**src/rtl/mul_ctrl_pkg.sv**
```systemverilog
// Shared types for the RV64M multiply issue controller: datapath width,
// multiply opcode, controller state and the one-entry result cache entry.
package mul_ctrl_pkg;

  localparam int unsigned XLEN  = 64;
  localparam int unsigned HALFW = XLEN / 2;

  typedef logic [XLEN-1:0] data_t;

  typedef enum logic [2:0] {
    MUL_OP_MUL    = 3'd0,
    MUL_OP_MULH   = 3'd1,
    MUL_OP_MULHSU = 3'd2,
    MUL_OP_MULHU  = 3'd3,
    MUL_OP_MULW   = 3'd4
  } mul_op_t;

  typedef enum logic [2:0] {
    ST_IDLE    = 3'd0,
    ST_ISSUE   = 3'd1,
    ST_CAPTURE = 3'd2,
    ST_DRAIN   = 3'd3,
    ST_RESP    = 3'd4
  } mul_ctrl_state_t;

  typedef struct packed {
    logic    valid;
    mul_op_t op;
    data_t   a;
    data_t   b;
    data_t   data;
  } mul_cache_t;

  // Encodings 5..7 are illegal and execute as a plain MUL.
  function automatic mul_op_t decode_op(logic [2:0] raw);
    return (raw > 3'd4) ? MUL_OP_MUL : mul_op_t'(raw);
  endfunction

endpackage

```
**src/rtl/mul_ctrl.sv**
```systemverilog
// mul_ctrl: issue/handshake controller in front of the `mul` multiplier.
// Accepts RV64M multiply requests, derives operand forms and sign/half
// controls, drives mul's one-shot start/ready protocol, returns the result
// on a valid/ready channel and keeps a one-entry result cache.
// Ports:
//   clk, rst_n              clock, asynchronous active-low reset
//   flush                   kill pending/in-flight operation
//   req_valid/req_ready     request handshake; req_op/req_a/req_b payload
//   resp_valid/resp_ready   response handshake; resp_data = final rd value
//   mul_a/mul_b, mul_sign1/mul_sign2/mul_get_hi, mul_start   drive `mul`
//   mul_ready/mul_result    `mul` completion and result
module mul_ctrl
  import mul_ctrl_pkg::*;
(
  input  logic            clk,
  input  logic            rst_n,
  input  logic            flush,
  input  logic            req_valid,
  output logic            req_ready,
  input  logic [2:0]      req_op,
  input  logic [XLEN-1:0] req_a,
  input  logic [XLEN-1:0] req_b,
  output logic            resp_valid,
  input  logic            resp_ready,
  output logic [XLEN-1:0] resp_data,
  output logic [XLEN-1:0] mul_a,
  output logic [XLEN-1:0] mul_b,
  output logic            mul_sign1,
  output logic            mul_sign2,
  output logic            mul_get_hi,
  output logic            mul_start,
  input  logic            mul_ready,
  input  logic [XLEN-1:0] mul_result
);

  mul_ctrl_state_t r_state;
  mul_cache_t      r_cache;
  mul_op_t         r_op;
  data_t           r_a;
  data_t           r_b;
  data_t           r_resp_data;
  data_t           r_mul_a;
  data_t           r_mul_b;
  logic            r_resp_valid;
  logic            r_mul_start;
  logic            r_sign1;
  logic            r_sign2;
  logic            r_get_hi;

  mul_op_t w_op;
  logic    w_fire;
  logic    w_hit;
  data_t   w_mul_a;
  data_t   w_mul_b;
  logic    w_sign1;
  logic    w_sign2;
  logic    w_get_hi;
  data_t   w_result;

  assign w_op   = decode_op(req_op);
  assign w_fire = req_valid && req_ready;
  assign w_hit  = r_cache.valid && (r_cache.op == w_op) &&
                  (r_cache.a == req_a) && (r_cache.b == req_b);

  // Acceptance is only possible from IDLE and is blocked by a same-cycle flush.
  assign req_ready = (r_state == ST_IDLE) && !flush;

  // MULW returns the sign-extended low word of the product.
  assign w_result = (r_op == MUL_OP_MULW) ?
                    {{HALFW{mul_result[HALFW-1]}}, mul_result[HALFW-1:0]} :
                    mul_result;

  // Operand forms and sign/half controls per opcode.
  always_comb begin
    w_mul_a  = req_a;
    w_mul_b  = req_b;
    w_sign1  = 1'b0;
    w_sign2  = 1'b0;
    w_get_hi = 1'b0;
    case (w_op)
      MUL_OP_MULH: begin
        w_sign1  = 1'b1;
        w_sign2  = 1'b1;
        w_get_hi = 1'b1;
      end
      MUL_OP_MULHSU: begin
        w_sign1  = 1'b1;
        w_get_hi = 1'b1;
      end
      MUL_OP_MULHU: begin
        w_get_hi = 1'b1;
      end
      MUL_OP_MULW: begin
        w_mul_a = {HALFW'(0), req_a[HALFW-1:0]};
        w_mul_b = {HALFW'(0), req_b[HALFW-1:0]};
      end
      default: ;
    endcase
  end

  // Controller FSM with registered outputs. Operand registers only change on
  // a miss fire, so they stay stable from ISSUE until CAPTURE/DRAIN is left.
  always_ff @(posedge clk or negedge rst_n) begin
    if (!rst_n) begin
      r_state      <= ST_IDLE;
      r_cache      <= '0;
      r_op         <= MUL_OP_MUL;
      r_a          <= '0;
      r_b          <= '0;
      r_resp_data  <= '0;
      r_resp_valid <= 1'b0;
      r_mul_a      <= '0;
      r_mul_b      <= '0;
      r_sign1      <= 1'b0;
      r_sign2      <= 1'b0;
      r_get_hi     <= 1'b0;
      r_mul_start  <= 1'b0;
    end else begin
      r_mul_start <= 1'b0;
      case (r_state)
        ST_IDLE: begin
          if (w_fire) begin
            r_op <= w_op;
            r_a  <= req_a;
            r_b  <= req_b;
            if (w_hit) begin
              r_resp_data  <= r_cache.data;
              r_resp_valid <= 1'b1;
              r_state      <= ST_RESP;
            end else begin
              r_mul_a     <= w_mul_a;
              r_mul_b     <= w_mul_b;
              r_sign1     <= w_sign1;
              r_sign2     <= w_sign2;
              r_get_hi    <= w_get_hi;
              r_mul_start <= 1'b1;
              r_state     <= ST_ISSUE;
            end
          end
        end
        ST_ISSUE: begin
          r_state <= flush ? ST_DRAIN : ST_CAPTURE;
        end
        ST_CAPTURE: begin
          if (mul_ready) begin
            if (flush) begin
              r_state <= ST_IDLE;
            end else begin
              r_resp_data  <= w_result;
              r_resp_valid <= 1'b1;
              r_cache      <= '{valid: 1'b1, op: r_op, a: r_a, b: r_b, data: w_result};
              r_state      <= ST_RESP;
            end
          end else if (flush) begin
            r_state <= ST_DRAIN;
          end
        end
        // mul is outside this reset/flush domain: wait out its ready pulse.
        ST_DRAIN: begin
          if (mul_ready) begin
            r_state <= ST_IDLE;
          end
        end
        ST_RESP: begin
          if (resp_ready || flush) begin
            r_resp_valid <= 1'b0;
            r_state      <= ST_IDLE;
          end
        end
        default: begin
          r_state <= ST_IDLE;
        end
      endcase
    end
  end

  assign resp_valid = r_resp_valid;
  assign resp_data  = r_resp_data;
  assign mul_a      = r_mul_a;
  assign mul_b      = r_mul_b;
  assign mul_sign1  = r_sign1;
  assign mul_sign2  = r_sign2;
  assign mul_get_hi = r_get_hi;
  assign mul_start  = r_mul_start;

endmodule

```
**config.mk**
```make
export PLATFORM = sky130hd
export DESIGN_NAME = mul_ctrl
export DESIGN_NICKNAME = d
export VERILOG_FILES = /design/src/rtl/mul_ctrl_pkg.sv /design/src/rtl/mul_ctrl.sv
export SDC_FILE = /design/constraint.sdc
export NUM_CORES = 1
export LEC_CHECK = 0
export ABC_CLOCK_PERIOD_IN_PS = 7300
export CORE_MARGIN = 2
export CORE_UTILIZATION = 25
export CTS_CLUSTER_DIAMETER = 30
export CTS_CLUSTER_SIZE = 8
export DETAILED_ROUTE_END_ITERATION = 8
export PLACE_DENSITY_LB_ADDON = 0.3
export SLEW_MARGIN = 25
export SYNTH_ARGS = -nofsm -noshare
export SYNTH_HDL_FRONTEND = slang
export SYNTH_SLANG_ARGS = --single-unit
```
**constraint.sdc**
```tcl
create_clock -name clk -period 7.3 [get_ports clk]
set_clock_uncertainty 0.1 [all_clocks]
set_input_delay 1.095 -clock clk [delete_from_list [all_inputs] [get_ports clk]]
set_output_delay 1.095 -clock clk [all_outputs]
set_load 0.03 [all_outputs]
```
==> results_tabular.tex <==
\begin{tabular}{lr}
\hline
Metric & Value \\
\hline
\multicolumn{2}{l}{\textbf{Drt}} \\
\quad Post-DR wirelength/cell & $\sim$19 um \\
\quad DR iter-0 viols & $\sim$1200 \\
\quad DRC Markers & 0 \\
\quad Remaining antenna violation count & 0 \\
\quad Total detailed-routing wirelength & between 70000 and 80000 um \\
\quad Via Count & 17100 \\
\quad DR pass1 iterations & 5 \\
\quad Vias per cell & 4.39 \\
\multicolumn{2}{l}{\textbf{Die}} \\
\quad Site row count & 108 \\
\quad Total core area & between 80000 and 90000 um\^{}2 \\
\quad Starting utilization of the core area & approximately a quarter \\
\quad Top-level I/O count & 399 \\
\quad Die Area & around 90000 um\^{}2 \\
\quad Horizontal die dimension & $\sim$300 um \\
\quad Chip height & roughly 300 um \\
\multicolumn{2}{l}{\textbf{Final layout}} \\
\quad Area of combinational cells with multiple inputs & 8070 um\^{}2 \\
\quad Post-Layout Cell Count & around 4000 \\
\quad Flip-flop and latch area & $\sim$13000 um\^{}2 \\
\quad Layout cell share with drive strength beyond 1 & 14.8\% \\
\quad Filler cells & around 8600 \\
\quad Area grow syn2layout & 48.2\% \\
\quad Count of nets after finishing & 2804 \\
\quad Finished layout cell area & approximately 32000 um\^{}2 \\
\multicolumn{2}{l}{\textbf{Pwr}} \\
\quad Post-layout power & between 15 and 20 mW \\
\quad Maximum VDD drop & between 0.2 and 0.3 mV \\
\quad P per Cell Area & just over 500 nW/um\^{}2 \\
\quad Lkg Pwr & roughly 15 nW \\
\multicolumn{2}{l}{\textbf{Setup path}} \\
\quad Slowest cell delay on critical path & $\sim$0.78 ns \\
\quad Reg2Reg Launch Point & r\_cache[113]\$\_DFFE\_PN0P\_ \\
\quad Cell chain of the critical path & clkdlybuf4s50\_1 > nor2b\_1 > a2111oi\_0 > nand4\_1 > or4\_1 > or4\_1 > o21ai\_4 > buf\_4 > buf\_4 > a22o\_1 \\
\quad Number of cell instances on the worst register-to-register path & 9 \\
\quad Crit start category & input port \\
\quad Critical register-to-register path endpoint & mul\_a[48]\$\_DFFE\_PN0P\_ \\
\quad Cell family with most CP delay & simple AND/OR/NAND/NOR gates \\
\quad Highest-delay cell along the critical path & a2111oi\_0 \\
\quad CP Class & in -> reg \\
\quad FF-to-FF setup slack & just over 3 ns \\
\quad Worst Path Arrival & $\sim$5.5 ns \\
\quad Data required time at the worst endpoint & about 7.8 ns \\
\quad Critical Path Sink Type & flip-flop \\
\quad Maximum fanout count along the critical path & 20 \\
\quad Critical path buffers and inverters & 3 \\
\multicolumn{2}{l}{\textbf{Synth}} \\
\quad Simple-gate portion of the synthesized area & 17.2\% \\
\quad Flop and latch count out of synthesis & 527 \\
\quad Post-synthesis net count & roughly 2400 \\
\quad Synth cell types & 38 \\
\quad Count of flip-flops with a built-in enable after synthesis & 0 \\
\quad Warnings, synthesis & 0 \\
\quad Area share of xor/xnor cells in the synthesized design & under 10\% \\
\quad Mean cell area of the mapped netlist & 10.1 um\^{}2 \\
\quad Dominant synthesized flop cell & dfrtp\_1 \\
\quad Fraction of the mapped netlist area in adder cells & 0\% \\
\quad Share of synthesized area spent on multiplexers & 8.33\% \\
\quad Post-synthesis instance area & 21900 um\^{}2 \\
\quad Largest family of logic cells by synthesized area & simple AND/OR/NAND/NOR gates \\
\quad Top cells by area in the synthesized netlist & dfrtp\_1 60\%, nand2\_1 14\%, mux2\_2 6.4\% \\
\quad Sequential area share after synthesis & about three fifths \\
\quad Post-synth top area share & 60.2\% \\
\quad Number of standard cells after synthesis & between 2000 and 2500 \\
\quad Library cell occupying the most area in the post-synthesis netlist & dfrtp\_1 \\
\quad Post-synthesis compound-gate area fraction & 8.42\% \\
\quad Post-synth ARST share & 100\% \\
\multicolumn{2}{l}{\textbf{Global route}} \\
\quad Pin count of the biggest net entering global routing & 153 \\
\quad Grt total ovfl & 0 \\
\quad First-pass GRT wire length & 110000 um \\
\quad Total track usage & about 16\% \\
\quad Via count of the first global-routing pass & around 17000 \\
\quad Initial antenna violation count & 13 \\
\multicolumn{2}{l}{\textbf{Clock network}} \\
\quad Quantity of gates resized following cts & 0 \\
\quad CTS buffer count & 145 \\
\quad Clock slew at the register clock pins of the worst setup and hold paths & 0.04 ns \\
\quad Max Buffers Root-to-Sink & 3 \\
\quad Post-CTS Hold Fix Bufs & 0 \\
\quad Root buffer selected by CTS & clkbuf\_16 \\
\quad Clock tree sinks & around 530 \\
\quad Insertion delay to the later sink of the worst-skew pair & slightly above 0.7 ns \\
\quad Max H-tree Level & 4 \\
\quad Number of buffers inserted to repair setup after CTS & 0 \\
\quad Clock tree from TritonCTS & yes \\
\multicolumn{2}{l}{\textbf{Min path}} \\
\quad Hold-critical path endpoint & r\_cache[127]\$\_DFFE\_PN0P\_ \\
\quad Worst hold path startpoint & r\_b[63]\$\_DFFE\_PN0P\_ \\
\quad Number of instances on the worst hold path & 2 \\
\quad Hold crit path type & reg -> reg \\
\multicolumn{2}{l}{\textbf{Timing}} \\
\quad Fin crit period & roughly 5 ns \\
\quad Final-layout setup total negative slack & 0 ns \\
\quad Maximum frequency from static timing analysis & 203 MHz \\
\quad Max-slew headroom & 22.5\% \\
\quad Tightest Pin Transition & about 1.2 ns \\
\quad Final setup violation count & 0 \\
\quad Number of endpoints with negative hold slack in the final report & 0 \\
\quad Unrepaired setup endpoints after global routing & false \\
\quad Final-report max-slew violation count & 0 \\
\quad Part of the cycle the worst path needs & 67.6\% \\
\quad Worst Hold Slack & between 0.3 and 0.4 ns \\
\multicolumn{2}{l}{\textbf{Place}} \\
\quad Number of instances in the placed design & roughly 3600 \\
\quad Routability-driven placement congestion ratio & between 0.7 and 0.8 \\
\quad Instance area at placement & approximately 27000 um\^{}2 \\
\quad Port-buffer cells & 398 \\
\quad Detailed-placement wirelength estimate & around 49000 um \\
\multicolumn{2}{l}{\textbf{Run status}} \\
\quad Status & finished, final reports clean \\
\multicolumn{2}{l}{\textbf{Flow run}} \\
\quad Number of max-cap violations & 0 \\
\hline
\end{tabular}
==> worst max-delay path by stage <==
stage                   start               endpoint  slack (ns)  depth (start not counted)
floorplan           req_b[35]  mul_a[28]$_DFFE_PN0P_        3.39                         10
global placement    req_a[35]   mul_a[0]$_DFFE_PN0P_        1.65                          9
detailed placement  req_a[35]   mul_a[3]$_DFFE_PN0P_        1.61                          9
CTS                 req_a[35]  mul_a[48]$_DFFE_PN0P_        2.33                         10
global route        req_b[57]  mul_a[47]$_DFFE_PN0P_        2.12                         10
finish              req_a[35]  mul_a[48]$_DFFE_PN0P_        2.36                         10
==> state kept, by name, indices dropped and copies added (netlist names) <==
name and cells:
mul_sign2 1, resp_valid 1, r_state 3, r_b 64
r_cache 196, mul_sign1 1, resp_data 64, r_a 64
mul_b 64, mul_get_hi 1, mul_start 1, r_op 3
mul_a 64
==> worst register-to-register path: stages (launching register included) <==
cell and delay, ns:
dfrtp_1 0.38, nor2b_1 0.14, a2111oi_0 0.82, nand4_1 0.14, or4_1 0.62, or4_1 0.60
o21ai_4 0.52, buf_4 0.36, buf_4 0.31, a22o_1 0.18
==> placed cells by master, fill, tap and decap left out, types with 19 or more instances in the layout <==
| cell type | n |
|---|---|
| clkbuf_1 | 21 |
| clkinv_2 | 20 |
| nor2b_1 | 24 |
| mux2_2 | 125 |
| clkbuf_16 | 149 |
| a22o_1 | 68 |
| mux2_1 | 37 |
| nand2_1 | 841 |
| clkdlybuf4s50_1 | 397 |
| xnor2_1 | 41 |
| clkinvlp_4 | 19 |
| clkbuf_8 | 19 |
| o21ai_0 | 125 |
| a21oi_1 | 37 |
| bufinv_16 | 23 |
| xor2_1 | 28 |
| inv_1 | 53 |
| dfrtp_1 | 527 |
==> through the flow <==
stage	setup slack (ns)	util, %
after floorplan	3.39	-
final	2.36	37.4
after CTS	2.33	37.4
after global routing	2.12	37.4
after detailed placement	1.61	31.3
after global placement	1.65	31.3
==> synthesized netlist by cell type, types with 4 or more instances <==
cell,number
inv_1,53
dfrtp_1,527
xnor2_1,41
nand2_1,842
mux2_1,37
a22o_1,68
nor4_1,15
buf_2,20
xor2_1,28
nand2b_1,18
clkbuf_1,99
nor2b_1,24
o22ai_1,16
o2111ai_1,6
o2bb2ai_1,6
nand4_1,16
a21oi_1,37
a22oi_1,6
a221oi_1,4
mux2_2,125
a2111oi_0,7
nor2_1,17
o21ai_0,125
==> logic make-up (layout without fill, tap and decap cells) <==
| kind of cell | after synthesis | in the layout |
|---|---|---|
| xor gates and xnor gates | 69 | 69 |
| AOI/OAI and AO/OA | 284 | 284 |
| and+or+nand+nor | 943 | 943 |
| buffers and inverters | 173 | 739 |
| muxes | 162 | 162 |
| other | 0 | 10 |
| DFF | 527 | 527 |
==> area by class of cell <==
cell class,count,share of cell area (%)
repair buffers,418,13.0
clock buffers,189,12.5
diodes,10,0.0771
flip-flops and latches,527,40.6
well taps,1155,4.45
clock inverters,79,3.77
inverters,53,0.613
multi-input cells,1458,24.9
==> report_power, final <==
part / switching (mW) / internal, mW / total (mW)
clock: 2.00 / 4.74 / 6.74
sequential: 0.730 / 4.26 / 4.99
combinational: 2.87 / 2.12 / 4.99
total: 5.60 / 11.1 / 16.7
==> layer usage <==
layer	vias to the layer above	part of all wire [%]	GRT usage [%]
met2	505	46	24.5
met1	8396	45	22.1
met4	0	3.4	7.80
li1	8058	-	-
met3	131	6.0	3.97
met5	-	0	0
Note: power is estimated with default switching activity, not from simulation.
